### config.mk
export PLATFORM = sky130hd
export DESIGN_NAME = fp_hazard_ctrl
export DESIGN_NICKNAME = d
export VERILOG_FILES = /design/src/rtl/fp_pipe_pkg.sv /design/src/rtl/fp_fwd_sel.sv /design/src/rtl/fp_hazard_ctrl.sv
export SDC_FILE = /design/constraint.sdc
export NUM_CORES = 1
export LEC_CHECK = 0
export CORE_MARGIN = 2
export CORE_UTILIZATION = 45
export CTS_BUF_LIST = sky130_fd_sc_hd__clkbuf_2 sky130_fd_sc_hd__clkbuf_4 sky130_fd_sc_hd__clkbuf_8
export DETAILED_ROUTE_END_ITERATION = 16
export GPL_TIMING_DRIVEN = 0
export PLACE_DENSITY = 0.88
export SLEW_MARGIN = 25
export SYNTH_ARGS = -nofsm -noshare
export SYNTH_HDL_FRONTEND = slang
export SYNTH_SLANG_ARGS = --single-unit
### constraint.sdc
create_clock -name clk -period 2.3 [get_ports clk]
set_input_delay 0.345 -clock clk [delete_from_list [all_inputs] [get_ports clk]]
set_output_delay 0.345 -clock clk [all_outputs]
set_load 0.05 [all_outputs]
### src/rtl/fp_pipe_pkg.sv
// Shared FP pipeline definitions: forward-select codes, multi-cycle FSM states, latency width.
// Latency: n/a (constants and a pure combinational helper).
// Backpressure: n/a.
package fp_pipe_pkg;

   localparam int LAT_W = 5;

   localparam logic [1:0] FWD_REG = 2'b00;
   localparam logic [1:0] FWD_MEM = 2'b01;
   localparam logic [1:0] FWD_WB  = 2'b10;

   typedef enum logic [1:0] {
      MC_IDLE = 2'b00,
      MC_BUSY = 2'b01,
      MC_DONE = 2'b10
   } mc_state_t;

   // A source operand collides with a destination only if it is really read as an FP register
   function automatic logic src_hit(input logic used, input logic [4:0] rs, input logic [4:0] rd);
      return used && (rs == rd);
   endfunction

endpackage

### src/rtl/fp_fwd_sel.sv
// Per-operand FP forwarding select: MEM beats WB beats register file; f0 forwards normally.
// Latency: combinational, same cycle.
// Backpressure: none; stalls are decided by the parent.
module fp_fwd_sel
   import fp_pipe_pkg::*;
(
   input  logic       used,
   input  logic [4:0] rs,
   input  logic [4:0] mem_rd,
   input  logic       mem_fp_wb,
   input  logic [4:0] wb_rd,
   input  logic       wb_fp_wb,
   output logic [1:0] sel
);

   // Youngest producer wins so a dependent op never sees stale WB data
   always_comb begin
      sel = FWD_REG;
      if (mem_fp_wb && src_hit(used, rs, mem_rd))
         sel = FWD_MEM;
      else if (wb_fp_wb && src_hit(used, rs, wb_rd))
         sel = FWD_WB;
   end

endmodule

### src/rtl/fp_hazard_ctrl.sv
// FP hazard/forwarding control: forward selects, ID stall, single-entry multi-cycle sequencer.
// Latency: selects and stall are same-cycle; mc_wr_en arrives id_mc_lat cycles after mc_start.
// Backpressure: stall_id holds IF/ID on load-use, pending RAW/WAW and a busy multi-cycle unit.
module fp_hazard_ctrl #(
   parameter int LAT_W = fp_pipe_pkg::LAT_W
) (
   input  logic             clk,
   input  logic             rst_n,
   input  logic             id_valid,
   input  logic [4:0]       id_rs1,
   input  logic [4:0]       id_rs2,
   input  logic [4:0]       id_rs3,
   input  logic             id_use_rs1,
   input  logic             id_use_rs2,
   input  logic             id_use_rs3,
   input  logic [4:0]       id_rd,
   input  logic             id_fp_wb,
   input  logic             id_mc,
   input  logic [LAT_W-1:0] id_mc_lat,
   input  logic [4:0]       ex_rd,
   input  logic             ex_fp_load,
   input  logic [4:0]       mem_rd,
   input  logic             mem_fp_wb,
   input  logic [4:0]       wb_rd,
   input  logic             wb_fp_wb,
   input  logic             flush,
   output logic [1:0]       fwd_sel_rs1,
   output logic [1:0]       fwd_sel_rs2,
   output logic [1:0]       fwd_sel_rs3,
   output logic             stall_id,
   output logic             mc_start,
   output logic             mc_wr_en,
   output logic [4:0]       mc_rd,
   output logic             mc_busy
);
   import fp_pipe_pkg::*;

   mc_state_t        state, state_nxt;
   logic             pend_v;
   logic [4:0]       pend_rd;
   logic [LAT_W-1:0] cnt;
   logic [LAT_W-1:0] eff_lat;
   logic             hz_load, hz_raw, hz_waw, hz_struct, hazard, issue;

   fp_fwd_sel u_fwd_rs1 (.used(id_use_rs1), .rs(id_rs1), .mem_rd(mem_rd), .mem_fp_wb(mem_fp_wb),
                         .wb_rd(wb_rd), .wb_fp_wb(wb_fp_wb), .sel(fwd_sel_rs1));
   fp_fwd_sel u_fwd_rs2 (.used(id_use_rs2), .rs(id_rs2), .mem_rd(mem_rd), .mem_fp_wb(mem_fp_wb),
                         .wb_rd(wb_rd), .wb_fp_wb(wb_fp_wb), .sel(fwd_sel_rs2));
   fp_fwd_sel u_fwd_rs3 (.used(id_use_rs3), .rs(id_rs3), .mem_rd(mem_rd), .mem_fp_wb(mem_fp_wb),
                         .wb_rd(wb_rd), .wb_fp_wb(wb_fp_wb), .sel(fwd_sel_rs3));

   // The pending destination is simply the latched multi-cycle destination
   assign pend_rd = mc_rd;

   // Latencies below 2 cannot be sequenced through BUSY, so they are clamped up
   assign eff_lat = (id_mc_lat < LAT_W'(2)) ? LAT_W'(2) : id_mc_lat;

   // Hazard sources and the ID stall; flush kills ID so it never stalls
   always_comb begin
      hz_load   = ex_fp_load && (src_hit(id_use_rs1, id_rs1, ex_rd) ||
                                 src_hit(id_use_rs2, id_rs2, ex_rd) ||
                                 src_hit(id_use_rs3, id_rs3, ex_rd));
      hz_raw    = pend_v && (src_hit(id_use_rs1, id_rs1, pend_rd) ||
                             src_hit(id_use_rs2, id_rs2, pend_rd) ||
                             src_hit(id_use_rs3, id_rs3, pend_rd));
      hz_waw    = pend_v && id_fp_wb && (id_rd == pend_rd);
      hz_struct = id_mc && (state != MC_IDLE);
      hazard    = id_valid && (hz_load || hz_raw || hz_waw || hz_struct);
      stall_id  = hazard && !flush;
      issue     = id_valid && id_mc && !hazard && !flush;
   end

   // FSM state register
   always_ff @(posedge clk or negedge rst_n) begin
      if (!rst_n) state <= MC_IDLE;
      else        state <= state_nxt;
   end

   // FSM next state; flush overrides both issue and DONE
   always_comb begin
      state_nxt = state;
      if (flush) begin
         state_nxt = MC_IDLE;
      end else begin
         case (state)
            MC_IDLE: if (issue) state_nxt = MC_BUSY;
            MC_BUSY: if (cnt == LAT_W'(1)) state_nxt = MC_DONE;
            MC_DONE: state_nxt = MC_IDLE;
            default: state_nxt = MC_IDLE;
         endcase
      end
   end

   // FSM outputs; a flushed op never writes back
   always_comb begin
      mc_start = issue;
      mc_wr_en = (state == MC_DONE) && !flush;
      mc_busy  = (state != MC_IDLE);
   end

   // Scoreboard entry and latency counter
   always_ff @(posedge clk or negedge rst_n) begin
      if (!rst_n) begin
         pend_v <= 1'b0;
         cnt    <= '0;
         mc_rd  <= '0;
      end else if (flush) begin
         pend_v <= 1'b0;
         cnt    <= '0;
         mc_rd  <= '0;
      end else if (issue) begin
         pend_v <= 1'b1;
         cnt    <= eff_lat - LAT_W'(1);
         mc_rd  <= id_rd;
      end else if (state == MC_BUSY) begin
         cnt    <= cnt - LAT_W'(1);
      end else if (state == MC_DONE) begin
         pend_v <= 1'b0;
      end
   end

endmodule
## After elaboration in Yosys (flattened, before gate mapping)

Index checks and enable logic that the tools add are counted.

- Magnitude comparators: 1
- Eq/ne operators: 19
- Muxes and demuxes: 20
- Add/subtract/negate cells: 2
- Reductions and logical operators: 45

Operators by type and width:

| operator | count |
|---|---|
| 5-bit equality test | 13 |
| 5-bit 2-to-1 mux | 6 |
| 1-bit logical AND | 29 |
| 2-bit 2-to-1 mux | 9 |
| 5-bit by 1-bit subtractor with 5-bit output, second input constant | 2 |
| 3-bit inequality test, second input constant | 3 |
| 1-bit logical OR | 7 |
| 3-bit nonzero test | 2 |
| 5-bit by 1-bit equality test with 1-bit output, second input constant | 1 |
| 5-bit by 2-bit less-than comparator with 1-bit output, second input constant | 1 |
| 1-bit 2-to-1 mux | 4 |
| 2-bit one-hot mux with 2 select lines | 1 |
| 2-bit AND reduction | 2 |
| 2-bit nonzero test | 2 |
| 2-bit by 1-bit equality test with 1-bit output, second input constant | 1 |
| 2-bit equality test, second input constant | 1 |
| 1-bit zero test | 2 |
| 2-bit zero test | 1 |

- Output and inout bits: 15
- Word-level logic and storage cells: 91
- Flip-flop bits (word level): 13
- Input port bits: 52

## Longest topological paths before layout

Gate-level depths: netlist (run 1).

- Depth in word-level cells: 15
- Gate-level depth with buffers: 8
- Gate-level depth less buffers: 7

## Hierarchy

Synthesis (run 1) repeated with hierarchy kept, for this count alone.

- Cells, all modules: 185
- Area total of the unflattened synthesis: 1715.4 µm²

Modules (own cells, without submodules):

| module | seq. area each (µm²) | instances | cells an instance | area an instance (µm²) |
|---|---|---|---|---|
| fp_hazard_ctrl | 325.3 | 1 | 137 | 1321.3 |
| fp_fwd_sel | 0.0 | 3 | 16 | 131.4 |

## Least setup slack after synthesis (run 1)

OpenSTA, ideal clock, no wires.

- Path kind: reg-to-output
- Start point: register mc_rd[4]
- End point: output port mc_start
- Buffers on the path: 1
- Stages on the path, launching flop included: 8
- Data required time: 1955 ps
- Arrival: 2448 ps
- Setup slack: -493 ps
- Path through: dfrtp_1 -> buf_4 -> xor2_1 -> nor4_1 -> and3_1 -> o41ai_4 -> nand2b_2 -> nor2_1

- Longest elaborated chain between the ends: 12
- Elaborated cells on any way between the ends: 18
- Classes of those cells: eq/ne: 4; reduce/logical: 14

Ends and longest elaborated chain:

| item | RTL line | text |
|---|---|---|
| start, declared | fp_hazard_ctrl.sv:33 | `output logic [4:0] mc_rd,` |
| start signal, assigned | fp_hazard_ctrl.sv:114 | `mc_rd <= id_rd;` |
| 5-bit equality test | fp_pipe_pkg.sv:20 | `return used && (rs == rd);` |
| 1-bit logical AND | fp_pipe_pkg.sv:20 |  |
| 1-bit logical OR | fp_hazard_ctrl.sv:63 | `hz_raw = pend_v && (src_hit(id_use_rs1, id_rs1, pend_rd) \|\|` |
| 1-bit logical OR | fp_hazard_ctrl.sv:64 | `src_hit(id_use_rs2, id_rs2, pend_rd) \|\|` |
| 1-bit logical AND | fp_hazard_ctrl.sv:63 |  |
| 1-bit logical OR | fp_hazard_ctrl.sv:68 | `hazard = id_valid && (hz_load \|\| hz_raw \|\| hz_waw \|\| hz_struct);` |
| 1-bit logical OR * (2 in a row) | fp_hazard_ctrl.sv:68 |  |
| 1-bit logical AND * | fp_hazard_ctrl.sv:68 |  |
| 1-bit zero test * | fp_hazard_ctrl.sv:70 | `issue = id_valid && id_mc && !hazard && !flush;` |
| 1-bit logical AND * (2 in a row) | fp_hazard_ctrl.sv:70 |  |
| end, declared | fp_hazard_ctrl.sv:31 | `output logic mc_start,` |

Every way passes the cells marked *; elsewhere a longest branch is shown, timed or not.

## Final worst setup path (run 1)

Same ends and word-level chain as after synthesis.

==> impl_metrics.tcl, run 1 <==
set metrics [dict create \
    relSlewSlack 0.5789 \
    maxCapViolCount 0 \
    r2r_setup_slack_ns 0.04 \
    power.density_mw_per_mm2 367.2 \
    cts_tree "built" \
    postCtsHoldBufs 0 \
    grt_use_total 0.2638 \
    cpPeakStageDelay_ns 0.48 \
    clkLatencyLatePin_ns 0.25 \
    die_y_um 64.88 \
    synth-seq-cells 13 \
    min_path_type "input port to async pin" \
    rows 22 \
    dp_slack_ns -1.028 \
    crit_family "simple AND/OR/NAND/NOR gates" \
    netlist_area_mm2 0.001668 \
    antenna_found_initial 0 \
    dpl_cell_area_mm2 0.002399 \
    grt_max_degree 14 \
    hold_violations 0 \
    synthMuxAreaShare 0.05476 \
    tns_ns -0.1846 \
    synth_xor_area_frac 0.3676 \
    setup_violations 2 \
    synth_fp_nets 256 \
    crit_type "flop to primary output" \
    dieWidth_um 64.88 \
    violations "negative setup slack" \
    crit_fanout 5 \
    numCtsBuffers 3 \
    nFillCells 272 \
    p_leak_uw 0.001080 \
    final_util 0.7092 \
    viasPerCell 5.526 \
    dp_hpwl_um 3801 \
    synth_top_area_share 0.2048 \
    dr.pass1.iters 4 \
    drive_gt1_frac 0.2246 \
    drv_slew 0 \
    worst-path-buf-inv 2 \
    ys.flop_type "dfrtp_1" \
    clk_pin_slew_ns 0.06 \
    final_cell_mix "xnor2_1 (38), clkdlybuf4s50_1 (33), xor2_1 (26)" \
    max_freq_ghz 0.4126 \
    area_delta_synth_final_pct 53.34 \
    synth_edf_count 0 \
    cpMaxStageDelayCell "dfrtp_2" \
    globalRoute.totalOverflow 0 \
    drc_errors 0 \
    antenna_left 0 \
    gp_congestion 0.8887 \
    portBuffers 65 \
    finClkSkew_ns 0.004486 \
    pin_count 67 \
    diodes 0 \
    period_share 1.054 \
    rsz0062_at_grt "yes" \
    postSynthCellCount 201 \
    fp.coreArea_mm2 0.003606 \
    cp-start-kind "flop" \
    clock_sinks 13 \
    cts_htree_levels 1 \
    status "finished with violations" \
    fin_ws_ns -0.1238 \
    routed_wl_um 5445 \
    yosysWarnings 0 \
    fin_crit_ns 2.424 \
    crit_arrival_ns 2.08 \
    fin_nets 341 \
    grt_pass1_wl_um 8431 \
    synthAdderAreaFrac 0.02251 \
    critPathRequiredTime_ns 1.96 \
    ctsLongestPathBuffers 2 \
    synth.distinct_cells 34 \
    cp_cell_sequence "xor2_1, nor4_1, and3_1, o41ai_4, buf_4, nand2b_4, nor2_4, buf_8" \
    grt_pass1_vias 1786 \
    drt_iter0_drc 97 \
    synth_top_cell_by_area "xnor2_1" \
    initial_core_util 0.4625 \
    clockRootBuffer "clkbuf_8" \
    layout_commonest_cell "xnor2_1" \
    syn_area_per_cell_um2 8.298 \
    die_area_mm2 0.004209 \
    worstSetupEndpointType "primary output" \
    synth_area_leaders "xnor2_1 (20%), dfrtp_1 (20%), xor2_1 (16%), nand4_1 (3.8%), nand2_1 (3.6%)" \
    worst_pin_slew_ns 0.6297 \
    synth_top_family_by_area "XOR/XNOR gates" \
    synth-seq-area-share 0.1950 \
    whs_ns 0.4854 \
    vdd_drop_max_v 0.0002983 \
    synth_compound_area_frac 0.05401 \
    design_area_mm2 0.002557 \
    ys_async_sr_fraction 1.000 \
    synth-simple-area-share 0.2558 \
    wl_per_cell_um 16.35 \
    dr_total_vias 1840 \
]
==> per-stage QoR <==
stage	std cells	power, uW
2_1_floorplan	201	513.9
3_3_place_gp	314	693.8
3_5_place_dp	314	703.4
4_1_cts	331	920.8
5_1_grt	333	988.6
6_report	333	939.0
==> Yosys cell counts (5+ instances only) <==
library cell / count
nor2_1: 16
xor2_1: 31
nand2_1: 16
nand4_1: 10
nand3_1: 9
mux2i_1: 5
nor3_1: 7
dfrtp_1: 13
xnor2_1: 39
inv_1: 6
and3_1: 5
nor4_1: 8
==> area by class of cell <==
cell class	instances	area [um2]	area share
sequential	13	331.6	0.1296
timing repair buffer	86	730.7	0.2857
clock buffer	4	48.80	0.01908
buffer	3	18.77	0.007339
tap	48	60.06	0.02348
inverter	6	22.52	0.008806
multi-input combinational	173	1345	0.5259
==> routing by layer <==
| layer | up-vias | part of all wire | GRT usage |
|---|---|---|---|
| met2 | 88 | 0.51 | 0.4639 |
| met3 | 21 | 0.074 | 0.04167 |
| met4 | 0 | 0.031 | 0.08245 |
| li1 | 853 | - | - |
| met1 | 878 | 0.39 | 0.3283 |
| met5 | - | 0 | 0 |
==> power breakdown <==
part / switching, uW / internal [uW] / leakage (uW) / total (uW)
logic: 225 / 213 / 0.000886 / 438
clock network: 89.1 / 135 / 0.0000262 / 224
registers: 28.1 / 250 / 0.000168 / 278
total: 342 / 597 / 0.00108 / 939
==> worst paths after layout <==
path | cells past startpoint | from | endpoint
setup / recovery | 8 | mc_rd[4] | mc_start
hold / removal | 1 | rst_n | mc_rd[4]
setup reg to reg | 8 | mc_rd[4] | cnt[2]
hold reg to reg | 2 | state[0] | state[1]
max in group asynchronous | 1 | rst_n | mc_rd[2]
min in group clk | 3 | id_rd[0] | mc_rd[0]
==> flip-flops by register name, summed over array words and instances, names as in the netlist <==
signal and count:
cnt 5, mc_rd 5, pend_v 1, state 2
==> cell families (layout without fill, tap and decap cells) <==
group,count (synthesis),after routing
AO/OA/AOI/OAI,10,10
XOR/XNOR,70,70
adder cells (fa/ha/maj),3,3
buffers and inverters,15,99
flip-flops,13,13
multiplexers,8,8
AND/OR/NAND/NOR,82,82
==> worst reg2reg max path, stage by stage (launching register included) <==
cell and delay [ns]:
dfrtp_2 0.48, xor2_1 0.18, nor4_1 0.35, and3_1 0.26, o41ai_4 0.08, buf_4 0.17, and2b_1 0.18, buf_6 0.15
mux2_4 0.30
==> what timing repair did <==
| action | 4_1_cts | 5_1_grt |
|---|---|---|
| resized for setup | 51 | 38 |
| pin swaps | 14 | 8 |
| setup endpoints to repair | 11 | 11 |
| buffers inserted | 19 | 2 |
Power figures use the tool's default switching activity.
==> inputs of run 2 (changes only) <==
- REMOVE_ABC_BUFFERS: not set -> 1
==> impl_metrics.tcl, run 2 (synthesis results as in run 1) <==
set metrics [dict create \
    status "finished with violations" \
    violations "negative setup slack" \
    rsz0062_at_grt "yes" \
    gp_congestion 0.9267 \
    fin_ws_ns -0.09684 \
    hold_violations 0 \
    max_freq_ghz 0.4172 \
    vdd_drop_max_v 0.0002010 \
    postCtsHoldBufs 0 \
    diodes 0 \
    design_area_mm2 0.002505 \
    dpl.cell_count 306 \
    dr_total_vias 1686 \
    die_y_um 64.88 \
    clock_sinks 13 \
    setup_violations 2 \
    fp.coreArea_mm2 0.003606 \
    grt_use_total 0.2409 \
    drv_slew 0 \
    cp-start-kind "input port" \
    critPathRequiredTime_ns 1.96 \
    reg_top3 "cnt x5, mc_rd x5, state x2" \
    die_area_mm2 0.004209 \
    portBuffers 66 \
    crit_arrival_ns 2.05 \
    worstSetupStartpoint "id_rs1[0]" \
    wl_per_cell_um 15.56 \
    rows 22 \
    routed_wl_um 4963 \
    nFillCells 287 \
    worstSetupEndpointType "primary output" \
    cts_tree "built" \
    final_cell_mix "xnor2_1 (39), clkdlybuf4s50_1 (33), xor2_1 (26)" \
    fin_nets 327 \
    initial_core_util 0.4625 \
    worst_pin_slew_ns 0.5727 \
    dpl_cell_area_mm2 0.002327 \
    maxCapViolCount 0 \
    dieWidth_um 64.88 \
    relSlewSlack 0.6170 \
    period_share 1.042 \
    area_delta_synth_final_pct 50.19 \
    fin_crit_ns 2.397 \
    power.total_uw 915.2 \
    p_leak_uw 0.001031 \
    power.density_mw_per_mm2 365.4 \
    crit_type "input port to primary output" \
    clk_pin_slew_ns 0.06 \
    drive_gt1_frac 0.1661 \
    grt_pass1_vias 1615 \
    finClkSkew_ns 0.002865 \
    grt_max_degree 14 \
    cts_htree_levels 1 \
    clkLatencyLatePin_ns 0.24 \
    globalRoute.totalOverflow 0 \
    antenna_left 0 \
    pin_count 67 \
    antenna_found_initial 0 \
    crit_fanout 5 \
    clockRootBuffer "clkbuf_8" \
    min_path_type "input port to async pin" \
    drc_errors 0 \
    ctsLongestPathBuffers 2 \
    dr.pass1.iters 4 \
    dp_hpwl_um 3863 \
    drt_iter0_drc 92 \
    fin_cells 319 \
    layout_commonest_cell "xnor2_1" \
    numCtsBuffers 3 \
    tns_ns -0.1323 \
    viasPerCell 5.285 \
    grt_pass1_wl_um 7921 \
    rr_startpoint "mc_rd[1]" \
]
[run 2: final timing paths]
kind / endpoint / slack (ns) / cells after the start
setup / recovery: mc_start / -0.1 / 9
hold / removal: cnt[2] / 0.47 / 1
setup reg to reg: cnt[1] / 0.06 / 8
hold reg to reg: pend_v / 0.58 / 2
max in group asynchronous: mc_rd[3] / 1.42 / 1
min in group clk: mc_rd[4] / 0.53 / 3
[run 2: final cells by class]
type / count / area (um2) / area share
clock buffer: 3 / 41.29 / 0.01648
clock inverter: 1 / 5.005 / 0.001998
inverter: 6 / 22.52 / 0.008991
multi-input combinational: 173 / 1355 / 0.5410
sequential: 13 / 331.6 / 0.1324
tap: 48 / 60.06 / 0.02398
timing repair buffer: 75 / 689.4 / 0.2752
[run 2: worst max-delay path: stages]
cell and delay, ns:
dlygate4sd2_1 0.35, xor2_1 0.24, nor4_2 0.08, and3_1 0.21, o41ai_4 0.30, buf_4 0.19, nand2b_4 0.08, nor2_4 0.10
buf_8 0.15
[run 2: where the power goes]
group          switching (uW)  leakage (uW)  internal (uW)
registers                28.5      0.000168            250
logic                     220      0.000838            215
clock network            83.0     0.0000255            120
[run 2: per-stage QoR]
step,hold WS (ns),util,worst slack [ns]
global placement,0.5509,0.6454,-1.040
global route,0.5197,0.6947,-0.2031
detailed placement,0.5581,0.6454,-1.047
CTS,0.4796,0.6731,-0.1039
floorplan,0.04941,-,-0.4365
finish,0.4695,0.6947,-0.09684
[run 2: layer usage]
metal	part of all wire	global-route usage	vias up
met5	0	0	-
met2	0.48	0.3866	59
met1	0.47	0.3469	800
met3	0.042	0.02778	8
li1	-	-	819
met4	0.012	0.05053	0
[run 2: repair_timing]
| action | in CTS | in global routing |
|---|---|---|
| pin swaps | 13 | 6 |
| setup buffers | 4 | 5 |
| endpoints found under the setup margin | 17 | 10 |
| gates cloned | 0 | 0 |
| gates resized for setup | 65 | 20 |
==> inputs of run 3 (changes only) <==
- CORE_UTILIZATION: 45 -> 44
- CTS_BUF_LIST: sky130_fd_sc_hd__clkbuf_2 sky130_fd_sc_hd__clkbuf_4 sky130_fd_sc_hd__clkbuf_8 -> not set
- PLACE_DENSITY: 0.88 -> 0.86
==> impl_metrics.tcl, run 3 (synthesis results as in run 1) <==
set metrics [dict create \
    period_share 1.081 \
    die_y_um 65.57 \
    ff_latch_area_um2 331.6 \
    cp_cell_sequence "xor2_1, nor4_2, and3_4, o41ai_4, buf_4, nand3b_1, and3_1, buf_6" \
    final_util 0.6675 \
    maxCapViolCount 0 \
    fin_nets 326 \
    min_path_type "input port to async pin" \
    worst_r2r_path_depth 8 \
    whs_ns 0.4639 \
    tns_ns -0.3436 \
    fin_ws_ns -0.1854 \
    finClkSkew_ns 0.0007371 \
    worstSetupEndpointType "primary output" \
    clock_sinks 13 \
    violations "negative setup slack" \
    design_area_mm2 0.002444 \
    dr.pass1.iters 4 \
    reg_top3 "cnt x5, mc_rd x5, state x2" \
    crit_arrival_ns 2.14 \
    grt_pass1_vias 1567 \
    setup_violations 2 \
    cpPeakStageDelay_ns 0.47 \
    critPathRequiredTime_ns 1.96 \
    relSlewSlack 0.6193 \
    p_leak_uw 0.001038 \
    hold_violations 0 \
    crit_fanout 6 \
    cpMaxStageDelayCell "dfrtp_2" \
    numCtsBuffers 3 \
    grt_use_total 0.2408 \
    worst_pin_slew_ns 0.5693 \
    power.density_mw_per_mm2 372.9 \
    status "finished with violations" \
    routed_wl_um 4762 \
    portBuffers 66 \
    max_freq_ghz 0.4024 \
    rr_startpoint "mc_rd[3]" \
    antenna_left 0 \
    final_cell_mix "xnor2_1 (39), clkdlybuf4s50_1 (36), xor2_1 (30)" \
    r2r_end "cnt[2]" \
    grt_pass1_wl_um 7900 \
    gp_congestion 0.9400 \
    die_area_mm2 0.004299 \
    crit_type "flop to primary output" \
    layout_commonest_cell "xnor2_1" \
    ctsLongestPathBuffers 2 \
    worst-path-buf-inv 2 \
    rsz0062_at_grt "yes" \
    dpl_cell_area_mm2 0.002327 \
    cts_tree "built" \
    cts_htree_levels 1 \
    clk_pin_slew_ns 0.05 \
    antenna_found_initial 0 \
    rows 22 \
    nFillCells 303 \
    crit_family "simple AND/OR/NAND/NOR gates" \
    area_delta_synth_final_pct 46.51 \
    fin_crit_ns 2.485 \
    drc_errors 0 \
    initial_core_util 0.4556 \
    r2r_setup_slack_ns 0.07 \
    wl_per_cell_um 14.97 \
    diodes 0 \
    multiInputGateArea_mm2 0.001314 \
    fp.coreArea_mm2 0.003661 \
    drive_gt1_frac 0.1444 \
    clkLatencyLatePin_ns 0.25 \
    dieWidth_um 65.57 \
    drt_iter0_drc 106 \
    drv_slew 0 \
    dr_total_vias 1671 \
    cp-start-kind "flop" \
    grt_max_degree 14 \
    clockRootBuffer "clkbuf_8" \
    viasPerCell 5.255 \
    vdd_drop_max_v 0.0003507 \
    globalRoute.totalOverflow 0 \
    dp_hpwl_um 3812 \
    pin_count 67 \
]
-- run 3: changes by cell type in the layout (fill, tap and decap cells not counted), sizes merged --
| cell | change |
|---|---|
| buf | -1 |
| clkbuf | +2 |
| clkdlybuf4s15 | -3 |
| clkdlybuf4s50 | +3 |
| dlygate4sd2 | -4 |
| dlymetal6s2s | +2 |
-- run 3: how the worst max path moves through the flow --
| stage | from | depth (start not counted) | endpoint | slack (ns) |
|---|---|---|---|---|
| floorplan | mc_rd[2] | 6 | mc_start | -0.44 |
| global placement | id_rs3[3] | 8 | stall_id | -1.03 |
| detailed placement | id_rs3[0] | 8 | mc_start | -1.09 |
| CTS | ex_rd[3] | 8 | mc_start | -0.17 |
| global route | ex_rd[2] | 8 | mc_start | -0.28 |
| finish | mc_rd[3] | 8 | stall_id | -0.19 |
-- run 3: layout make-up --
type	count	share of cell area
clock inverters	1	0.002048
flip-flops and latches	13	0.1357
well taps	48	0.02458
multi-input cells	173	0.5376
clock buffers	3	0.01690
inverters	6	0.009217
repair buffers	74	0.2739
-- run 3: what timing repair did --
action                     4_1_cts  5_1_grt
resized for setup               51       21
hold buffers                     0        0
setup endpoints to repair       17       12
pin swaps                        8        6
buffers inserted                 3        6
cloned                           0        0
-- run 3: layer usage --
metal,part of all wire,vias up,track usage
li1,-,824,-
met1,0.46,789,0.3488
met2,0.47,51,0.3686
met3,0.059,7,0.03767
met4,0.013,0,0.06771
met5,0,-,0
-- run 3: metrics by stage --
step	total power [uW]	std cells	worst slack, ns
finish	911.2	318	-0.1854
global route	964.4	318	-0.2758
CTS	895.4	313	-0.1711
detailed placement	690.3	306	-1.086
global placement	679.8	306	-1.025
floorplan	496.3	192	-0.4365
-- run 3: worst register-to-register path, cell delays in order, from the launching register on --
cell     delay [ns]
dfrtp_2        0.47
xor2_1         0.17
nor4_2         0.37
and3_4         0.26
o41ai_4        0.07
buf_4          0.16
buf_4          0.13
and2b_4        0.19
mux2_4         0.29
-- run 3: where the power goes --
group / switching [uW] / internal (uW) / total, uW
combinational: 218 / 214 / 432
clock: 85.3 / 120 / 205
sequential: 24.8 / 250 / 274
==> RTL edit: new RTL, flow settings as in run 3 <==
Change the package constant `LAT_W` from 5 to 10.
--- a/src/rtl/fp_pipe_pkg.sv
+++ b/src/rtl/fp_pipe_pkg.sv
@@ -3,7 +3,7 @@
 // Backpressure: n/a.
 package fp_pipe_pkg;
 
-   localparam int LAT_W = 5;
+   localparam int LAT_W = 10;
 
    localparam logic [1:0] FWD_REG = 2'b00;
    localparam logic [1:0] FWD_MEM = 2'b01;
Interface: changed (resized id_mc_lat); port bits go from 67 to 72. The function was not compared with the original's and may differ.
==> RTL edit against run 3 <==
Highest routed layer unchanged. The flow still finishes with violations (setup timing). Critical endpoint unchanged. Die area grew 17%. Critical path depth fell by 1. Total power grew 26%. Wire length is 46% higher. Synthesized cell count is 19% higher. Worst setup slack improved by 18 ps. Synthesized area grew 18%. Design area rose by 21%. Sequential cell count up 5. Utilization grew 1.9 points.
==> RTL edit: results <==
export IMPL_hold_path_class="primary input to flip-flop"
export IMPL_buffers=89
export IMPL_drt_total_wl_mm=6.954
export IMPL_fin_ws_ps=-167.8
export IMPL_seq_area_share_pct=15.39
export IMPL_portBuffers=71
export IMPL_violations="setup timing"
export IMPL_holdWs_ps=497.1
export IMPL_ys_seq_elements=18
export IMPL_synthMuxAreaShare_pct=0
export IMPL_status="complete, but fails checks"
export IMPL_nClkBuffers=4
export IMPL_wl_met1_mm=2.452
export IMPL_synth_area_top_cells="dfrtp_1, xnor2_1, xor2_1"
export IMPL_grtUsageMet3_pct=4.274
export IMPL_gp_congestion=0.9764
export IMPL_critPathMaxStageDelay_ps=510
export IMPL_drt_first_pass_iters=5
export IMPL_powerComb_mw=0.502
export IMPL_gr_usage_met1_pct=29.75
export IMPL_max_slew_margin_pct=47.86
export IMPL_synth_seq_area_share_pct=22.86
export IMPL_drive_above_1_share_pct=22.98
export IMPL_wl_met2_mm=3.545
export IMPL_synth_fa_ha_area_share_pct=1.905
export IMPL_area_share_nonclk_buffers_pct=25.46
export IMPL_crit_family="compound AO/OA/AOI/OAI gates"
export IMPL_r2r_end="cnt[1]"
export IMPL_grt_pass1_wl_mm=10.50
export IMPL_synth_xor_area_share_pct=34.22
export IMPL_setup_violations_final=2
export IMPL_wl_met3_microns=538
export IMPL_fin_skew_ps=2.033
export IMPL_vias=2242
export IMPL_num_multi_input_gates=208
export IMPL_n_all_inverters=3
export IMPL_largestRegisters="cnt: 10 flops, mc_rd: 5 flops, state: 2 flops"
==> RTL edit: repair_timing <==
action,CTS,global route
setup buffers,12,6
hold buffers,0,0
resized for setup,83,45
gates cloned,0,0
setup endpoints to repair,24,9
pin swaps,17,19
==> RTL edit: worst max path at each step <==
stage                     cells past startpoint  startpoint  endpoint
after global placement                        8   id_rs3[3]  stall_id
after CTS                                     7    mc_rd[0]  stall_id
after floorplan                               6    mc_rd[2]  stall_id
after detailed placement                      8   id_rs2[3]  stall_id
after global routing                          7    mc_rd[2]  stall_id
final                                         7    mc_rd[2]  stall_id
==> RTL edit: through the flow <==
step                      cell area, sq um  cells  worst slack [ps]  TNS, ps  total power [mW]
after floorplan                       1918    229            -676.0    -1300            0.6244
after global placement                2694    352             -1364   -10300            0.8309
after detailed placement              2694    352             -1433   -11740            0.8482
after CTS                             2887    368            -143.0   -143.0             1.120
after global routing                  2968    374            -191.1   -478.6             1.200
final                                 2968    374            -167.8   -289.4             1.146
